`src/rtl/ram_port_scheduler.sv`:
```
// ============================================================================
// Module      : ram_port_scheduler
// Description : Arbitrates fetch-read, data-read and data-save requests onto a
//               single-port synchronous RAM.  Fixed priority with a store-aging
//               guard; each access completes with a four-phase request/ready
//               handshake (IDLE -> ISSUE -> CAPTURE -> ACK).
// Revision    : 1.0 - initial release
// ============================================================================
`default_nettype none

module ram_port_scheduler #(
    parameter int ADDR_W        = 16,
    parameter int DATA_W        = 8,
    parameter int STORE_AGE_MAX = 4
) (
    input  logic              ram_clk,
    input  logic              rst,
    input  logic              stage12_read,
    input  logic [ADDR_W-1:0] stage12_read_address,
    output logic              stage12_read_ready,
    output logic [DATA_W-1:0] stage12_read_data_out,
    input  logic              stage3_read,
    input  logic [ADDR_W-1:0] stage3_read_address,
    output logic              stage3_read_ready,
    output logic [DATA_W-1:0] stage3_read_data_out,
    input  logic              stage5_save,
    input  logic [ADDR_W-1:0] stage5_save_address,
    input  logic [DATA_W-1:0] stage5_save_data_in,
    output logic              stage5_save_ready,
    output logic              ram_write_enable,
    output logic [ADDR_W-1:0] ram_address,
    output logic [DATA_W-1:0] ram_data_in,
    input  logic [DATA_W-1:0] ram_data_out,
    output logic [1:0]        grant_id
);

    typedef enum logic [1:0] {
        IDLE    = 2'd0,
        ISSUE   = 2'd1,
        CAPTURE = 2'd2,
        ACK     = 2'd3
    } state_t;

    localparam logic [1:0] c_GNT_NONE    = 2'd0;
    localparam logic [1:0] c_GNT_STAGE12 = 2'd1;
    localparam logic [1:0] c_GNT_STAGE3  = 2'd2;
    localparam logic [1:0] c_GNT_STAGE5  = 2'd3;
    localparam logic [3:0] c_AGE_MAX     = 4'(STORE_AGE_MAX);

    state_t            r_state;
    state_t            w_state_next;
    logic [1:0]        r_grant;
    logic [1:0]        w_pick;
    logic              w_granted_req;
    logic [3:0]        r_age;
    logic              r_we;
    logic [ADDR_W-1:0] r_addr;
    logic [DATA_W-1:0] r_wdata;
    logic              r_rdy12;
    logic              r_rdy3;
    logic              r_rdy5;
    logic [DATA_W-1:0] r_data12;
    logic [DATA_W-1:0] r_data3;

    // Arbitration: an aged pending save beats everything, otherwise stage3 > stage12 > stage5
    always_comb begin
        w_pick = c_GNT_NONE;
        if (stage5_save && (r_age == c_AGE_MAX)) begin
            w_pick = c_GNT_STAGE5;
        end else if (stage3_read) begin
            w_pick = c_GNT_STAGE3;
        end else if (stage12_read) begin
            w_pick = c_GNT_STAGE12;
        end else if (stage5_save) begin
            w_pick = c_GNT_STAGE5;
        end
    end

    // Live request level of the client currently holding the grant (used to release ACK)
    always_comb begin
        w_granted_req = 1'b0;
        case (r_grant)
            c_GNT_STAGE12: w_granted_req = stage12_read;
            c_GNT_STAGE3:  w_granted_req = stage3_read;
            c_GNT_STAGE5:  w_granted_req = stage5_save;
            default:       w_granted_req = 1'b0;
        endcase
    end

    // State register
    always_ff @(posedge ram_clk or posedge rst) begin
        if (rst) begin
            r_state <= IDLE;
        end else begin
            r_state <= w_state_next;
        end
    end

    // Next-state logic: fixed three-cycle access followed by a handshake wait
    always_comb begin
        w_state_next = r_state;
        case (r_state)
            IDLE:    if (w_pick != c_GNT_NONE) w_state_next = ISSUE;
            ISSUE:   w_state_next = CAPTURE;
            CAPTURE: w_state_next = ACK;
            ACK:     if (!w_granted_req) w_state_next = IDLE;
            default: w_state_next = IDLE;
        endcase
    end

    // Datapath: latch the granted request, drive the RAM port, capture read data and ready
    always_ff @(posedge ram_clk or posedge rst) begin
        if (rst) begin
            r_grant  <= c_GNT_NONE;
            r_we     <= 1'b0;
            r_addr   <= '0;
            r_wdata  <= '0;
            r_rdy12  <= 1'b0;
            r_rdy3   <= 1'b0;
            r_rdy5   <= 1'b0;
            r_data12 <= '0;
            r_data3  <= '0;
        end else begin
            case (r_state)
                IDLE: begin
                    if (w_pick != c_GNT_NONE) begin
                        r_grant <= w_pick;
                        r_we    <= (w_pick == c_GNT_STAGE5);
                        case (w_pick)
                            c_GNT_STAGE12: r_addr <= stage12_read_address;
                            c_GNT_STAGE3:  r_addr <= stage3_read_address;
                            default: begin
                                r_addr  <= stage5_save_address;
                                r_wdata <= stage5_save_data_in;
                            end
                        endcase
                    end
                end
                ISSUE: begin
                    // The RAM has sampled address/write at this edge; write is one cycle only
                    r_we <= 1'b0;
                end
                CAPTURE: begin
                    case (r_grant)
                        c_GNT_STAGE12: begin
                            r_data12 <= ram_data_out;
                            r_rdy12  <= 1'b1;
                        end
                        c_GNT_STAGE3: begin
                            r_data3 <= ram_data_out;
                            r_rdy3  <= 1'b1;
                        end
                        c_GNT_STAGE5: r_rdy5 <= 1'b1;
                        default: ;
                    endcase
                end
                ACK: begin
                    if (!w_granted_req) begin
                        r_rdy12 <= 1'b0;
                        r_rdy3  <= 1'b0;
                        r_rdy5  <= 1'b0;
                        r_grant <= c_GNT_NONE;
                    end
                end
                default: ;
            endcase
        end
    end

    // Store-aging counter: counts reads granted over a waiting save, saturating at the limit
    always_ff @(posedge ram_clk or posedge rst) begin
        if (rst) begin
            r_age <= 4'd0;
        end else if (!stage5_save) begin
            r_age <= 4'd0;
        end else if (r_state == IDLE) begin
            if (w_pick == c_GNT_STAGE5) begin
                r_age <= 4'd0;
            end else if ((w_pick != c_GNT_NONE) && (r_age != c_AGE_MAX)) begin
                r_age <= r_age + 4'd1;
            end
        end
    end

    assign stage12_read_ready    = r_rdy12;
    assign stage12_read_data_out = r_data12;
    assign stage3_read_ready     = r_rdy3;
    assign stage3_read_data_out  = r_data3;
    assign stage5_save_ready     = r_rdy5;
    assign ram_write_enable      = r_we;
    assign ram_address           = r_addr;
    assign ram_data_in           = r_wdata;
    assign grant_id              = r_grant;

endmodule

`default_nettype wire
```
`config.mk`:
```
export PLATFORM = sky130hd
export DESIGN_NAME = ram_port_scheduler
export DESIGN_NICKNAME = d
export VERILOG_FILES = /design/src/rtl/ram_port_scheduler.sv
export SDC_FILE = /design/constraint.sdc
export NUM_CORES = 1
export LEC_CHECK = 0
export BUFFER_PORTS_ARGS = -buffer_cell sky130_fd_sc_hd__buf_2
export CAP_MARGIN = 20
export CELL_PAD_IN_SITES_DETAIL_PLACEMENT = 0
export CELL_PAD_IN_SITES_GLOBAL_PLACEMENT = 1
export CORE_AREA = 2 2 87 89
export CTS_CLUSTER_SIZE = 20
export DETAILED_ROUTE_END_ITERATION = 10
export DIE_AREA = 0 0 89 91
export GPL_TIMING_DRIVEN = 0
export HOLD_SLACK_MARGIN = 0.06
export PLACE_DENSITY_LB_ADDON = 0.25
export SYNTH_ARGS = -nofsm -noshare
export SYNTH_HDL_FRONTEND = slang
export SYNTH_SLANG_ARGS = --single-unit
export TNS_END_PERCENT = 10
```
`constraint.sdc`:
```
create_clock -name ram_clk -period 6.02 [get_ports ram_clk]
set_input_delay 0.903 -clock ram_clk [delete_from_list [all_inputs] [get_ports ram_clk]]
set_output_delay 0.903 -clock ram_clk [all_outputs]
set_load 0.02 [all_outputs]
```
# ---- Word level (Yosys, flattened, before mapping)
# Index checks and enable logic that the tools add are counted.
dict set report word_totals {
  register_bits 52
  wordCells 74
  out_inout_bits 46
  inputBits 69
}
dict set report classes {
  n_bitwise 1
  n_mux 24
  add_sub_neg 1
  n_reduce_logical 19
  n_eq_ne 18
}
# operator n
set ops {}
lappend ops {{$pmux W16 S2} 1}
lappend ops {{$mux W4} 4}
lappend ops {{$reduce_and A3 Y1} 5}
lappend ops {{$mux W2} 7}
lappend ops {{$eq A2 B2 Y1 const B} 6}
lappend ops {{$reduce_and A2 Y1} 6}
lappend ops {{$pmux W1 S2} 4}
lappend ops {{$pmux W2 S4} 1}
lappend ops {{$reduce_bool A2 Y1} 4}
lappend ops {{$eq A2 B1 Y1 const B} 3}
lappend ops {{$ne A2 B1 Y1 const B} 3}
lappend ops {{$ne A2 B2 Y1 const B} 3}
lappend ops {{$mux W1} 5}
lappend ops {{$add A4 B1 Y4 const B} 1}
lappend ops {{$eq A4 B3 Y1 const B} 1}
lappend ops {{$ne A4 B3 Y1 const B} 1}
lappend ops {{$pmux W2 S2} 1}
lappend ops {{$ne A3 B1 Y1 const B} 1}
lappend ops {{$pmux W1 S3} 1}
lappend ops {{$logic_and A1 B1 Y1} 2}
lappend ops {{$logic_not A2 Y1} 1}
lappend ops {{$reduce_or A2 Y1} 1}
lappend ops {{$not A1 Y1} 1}

# ---- Depth between registers and ports, before layout
dict set report depth {
  depth_word 10
  depth_mapped 11
  ltp_nobuf 9
}

# ---- Least setup slack after synthesis
# Ideal clock, no wire load.
dict set report synth_timing {
  path_type {in2reg}
  from {input stage12_read}
  to {register r_addr[10], in the netlist ram_address[10]}
  t_arrival_ps 2383
  cell_stages 9
  path_buffers 2
  t_required_ps 5902
  setup_time_ps 118
  path_slack_ps 3519
  cell_sequence {nor2b_1 > o22ai_1 > inv_1 > ha_1 > clkbuf_1 > clkbuf_1 > a22oi_1 > a211oi_1 > a21o_1}
}
dict set report synth_via {
  elab_chain_cells 5
  elab_cells_between_ends 8
  cone_classes {eq/ne (2); mux (4); reduce/logical (2)}
}
# item line_no
set synth_rtl {}
lappend synth_rtl {{from (decl)} 18} ;# input logic stage12_read,
lappend synth_rtl {{$mux W2 *} 72} ;# end else if (stage12_read) begin
lappend synth_rtl {{$mux W2 *} 70} ;# end else if (stage3_read) begin
lappend synth_rtl {{$mux W2 *} 68} ;# if (stage5_save && (r_age == c_AGE_MAX)) begin
lappend synth_rtl {{$eq A2 B2 Y1 (tied with other cells)} 129} ;# case (w_pick)
lappend synth_rtl {{$pmux W16 S2 or $reduce_and A2 Y1 (tied branches)} --}
lappend synth_rtl {{to (signal assigned)} 130} ;# c_GNT_STAGE12: r_addr <= stage12_read_address;
lappend synth_rtl {{to (signal assigned)} 131} ;# c_GNT_STAGE3: r_addr <= stage3_read_address;
lappend synth_rtl {{to (signal assigned)} 133} ;# r_addr <= stage5_save_address;
lappend synth_rtl {{to (decl)} 57} ;# logic [ADDR_W-1:0] r_addr;
# Every way passes the cells marked *; elsewhere a longest branch is shown, timed or not.
# A chain may end at the register's enable or synchronous reset.

# ---- Worst setup path in the final report
dict set report layout_timing {
  from {register r_age[0]}
  to {register r_addr[12], in the netlist ram_address[12]}
}
dict set report layout_via {
  elab_chain_cells 5
  elab_cells_between_ends 8
  cone_classes {eq/ne (3); mux (2); reduce/logical (3)}
}
# item line_no
set layout_rtl {}
lappend layout_rtl {{from (decl)} 55} ;# logic [3:0] r_age;
lappend layout_rtl {{from (signal assigned)} 180} ;# r_age <= r_age + 4'd1;
lappend layout_rtl {{$eq A4 B3 Y1 *} 68}
lappend layout_rtl {{$logic_and A1 B1 Y1 *} 68}
lappend layout_rtl {{$mux W2 *} 68}
lappend layout_rtl {{$eq A2 B2 Y1 (tied with other cells)} 129}
lappend layout_rtl {{$pmux W16 S2 or $reduce_and A2 Y1 (tied branches)} --}
# Marked as above.

==> impl_metrics.ini <==
[timing]
skew_ns = 0.0102
timing.final.crit_share_pct = 47.1
hold_viol_final = 0
grt_setup_unrepaired = false
max_freq_mhz = 352
whs_ns = 0.477
layout_min_cycle_time_ns = 2.84
setup_viol = 0
timing.slew.headroom_pct = 66.5
fin_setup_tns_ns = 0
tightest_slew_ns = 0.503
drv_slew = 0

[min_path]
min_from = ram_address[14]
whs_endpoint = ram_address[14]
hold_path.class = reg2reg
hold_depth = 1

[placement]
routabilityCongestion = 0.779
port_buffers = 114
hpwl_um = 5230
place_inst = 450

[clock_network]
cts_num_sinks = 52
clockRootBuffer = clkbuf_8
clk_latency_ns = 0.31
hold_buffers = 0
clock_tree.htree_level_count = 2
cts_tree = done
cts_resized = 0
clkTransAtPathRegs_ns = 0.10
cts_buffers = 5
clk_path_buf_depth = 2
postCtsSetupBuffers = 0

[global_route]
top_usage_layer = met2
overflow = 0
grt_antenna_before_repair = 0
grt_max_degree = 37
grt_use_met3_pct = 5.00
grt_pass1_wl_um = 11200
grtUsageMet1_pct = 24.2
grt_pass1_vias = 2239
gr-usage-met2_pct = 27.5
track_usage_pct = 17.7

[pwr]
power.total_mw = 1.60
internal-power_mw = 0.924
seqPwrFrac_pct = 36.9
leakagePower_nw = 1.79
ir_drop_mv = 0.245
combPwrFrac_pct = 50.0
p_sw_mw = 0.676
clkPwrFrac_pct = 13.1
swShare_pct = 42.3
powerDensity_mw_per_mm2 = 461

[job]
cap_violations = 0

[yosys]
ys_seq_area_share_pct = 48.9
async_flop_share_pct = 100
syn_area_mm2 = 0.00266
synth.distinct_cells = 39
postSynthAreaPerCell_um2 = 11.3
ys_warn_count = 0
synth_top_flop_cell = dfrtp_1
syn_nets = 317
ys_ff_latch = 52
synth_edf_count = 0
syn_inst = 236

[die]
coreArea_mm2 = 0.00714
die_x_um = 89
initial_core_util_pct = 37.3
die_h_um = 91
dieArea_mm2 = 0.00810
rows = 31
io-pin-count = 115

[route]
viasPerCell = 4.96
wirelength_um = 6690
num_vias = 2271
dr.pass1.iters = 4
drt_iter0_drc = 53
drcViolationCount = 0
detail-route-antenna-nets = 0
post_drt_wl_per_cell_um = 14.6

[setup_path]
cp_max_fo = 10
worstSetupEndpointType = flop
worstPathArrival_ns = 3.09
rr_endpoint = ram_address[12]
cp-startpoint = r_age[0]
crit_required_ns = 6.28
rr_worst_depth = 10
worstSetupPathType = reg2reg
worstReg2RegStart = r_age[0]
crit_path_start_kind = flop
regToRegSetupSlack_ns = 3.18

[final_layout]
num-fill-cells = 720
n_antenna_cell = 0
drive_above_1_share_pct = 43.5
areaGrowthSynthToFinish_pct = 30.4
nets = 439
instances_no_fill = 458

[status]
status = finished, final reports clean
==> state kept, by name, indices dropped and copies added, names as in the netlist <==
name                   count
ram_address               16
stage5_save_ready          1
stage12_read_ready         1
ram_data_in                8
grant_id                   2
stage3_read_data_out       8
r_age                      4
ram_write_enable           1
stage3_read_ready          1
stage12_read_data_out      8
r_state                    2
==> placed cells by master, fill, tap and decap left out, types with 3 or more instances in the layout <==
| master | instances |
|---|---|
| ha_1 | 12 |
| clkbuf_1 | 13 |
| nor2_1 | 20 |
| mux2_2 | 25 |
| clkbuf_8 | 5 |
| a21oi_1 | 5 |
| a211oi_1 | 16 |
| nand3b_1 | 3 |
| inv_1 | 10 |
| nand2_1 | 5 |
| a21o_1 | 16 |
| dfrtp_1 | 52 |
| buf_2 | 117 |
| nand2b_1 | 3 |
| a22oi_1 | 17 |
==> kinds of logic (layout without fill, tap and decap cells) <==
logic type | count (synthesis) | after routing | synth area share, %
adders and majority gates | 12 | 12 | 5.65
and+or+nand+nor | 44 | 44 | 8.75
AOI/OAI and AO/OA | 72 | 72 | 20.2
buffers and inverters | 28 | 151 | 4.38
DFF | 52 | 52 | 48.9
muxes | 28 | 28 | 12.1
==> final cells by class <==
type / instances / area (µm²) / area share, %
flip-flops and latches: 52 / 1300 / 37.5
multi-input cells: 156 / 1240 / 35.8
repair buffers: 115 / 591 / 17.0
well taps: 99 / 124 / 3.57
plain buffers: 17 / 75.1 / 2.16
clock buffers: 5 / 68.8 / 1.98
inverters: 11 / 41.3 / 1.19
clock inverters: 3 / 26.3 / 0.758
==> Yosys cell counts, drive strengths merged (2+ instances only) <==
cell | count | share of area (%)
dfrtp | 52 | 49
mux2 | 27 | 12
nor2 | 20 | 2.8
a22oi | 17 | 4.8
a211oi | 16 | 4.5
a21o | 16 | 4.5
clkbuf | 13 | 1.8
ha | 12 | 5.6
inv | 11 | 1.6
a21oi | 5 | 0.94
nand2 | 5 | 0.71
buf | 4 | 0.99
nand2b | 3 | 0.71
nand3b | 3 | 0.85
a21boi | 2 | 0.56
a22o | 2 | 0.66
a311o | 2 | 0.75
a31oi | 2 | 0.47
a41oi | 2 | 0.66
and2 | 2 | 0.47
and3b | 2 | 0.66
nand3 | 2 | 0.38
o311ai | 2 | 0.66
==> power groups by stage <==
| stage | logic [mW] | registers, mW | clock network (mW) |
|---|---|---|---|
| after floorplan | 0.358 | 0.778 | 0 |
| after global placement | 0.795 | 0.594 | 0 |
| after detailed placement | 0.808 | 0.599 | 0 |
| after CTS | 0.810 | 0.592 | 0.220 |
| after global routing | 0.872 | 0.611 | 0.237 |
| final | 0.800 | 0.590 | 0.210 |
==> how the worst max path moves through the flow <==
stage / to / cells past startpoint
3_5_place_dp: ram_address[12] / 9
4_1_cts: ram_address[12] / 10
5_1_grt: ram_address[4] / 10
3_3_place_gp: ram_address[12] / 9
6_report: ram_address[12] / 10
2_1_floorplan: ram_address[10] / 9
==> critical path, stage by stage, from the launching register on <==
cell	delay [ns]
dfrtp_1	0.40
inv_1	0.08
ha_1	0.21
and3b_1	0.22
o22ai_1	0.42
ha_1	0.22
clkbuf_1	0.32
clkbuf_1	0.37
a22oi_1	0.12
a211oi_1	0.31
a21o_1	0.12
==> through the flow <==
| step | setup WS [ns] | util (%) | area (µm²) |
|---|---|---|---|
| after global routing | 2.82 | 48.6 | 3470 |
| after detailed placement | 2.94 | 47.3 | 3370 |
| after floorplan | 3.52 | - | 2660 |
| final | 3.18 | 48.6 | 3470 |
| after CTS | 3.17 | 48.6 | 3470 |
| after global placement | 2.98 | 47.0 | 3350 |
==> metal layers <==
layer | routed length (µm) | up-vias
met1 | 2980 | 1084
met4 | 63 | 0
met5 | 0 | -
met2 | 3260 | 69
li1 | - | 1112
met3 | 386 | 6
(Power assumes the default switching activity.)
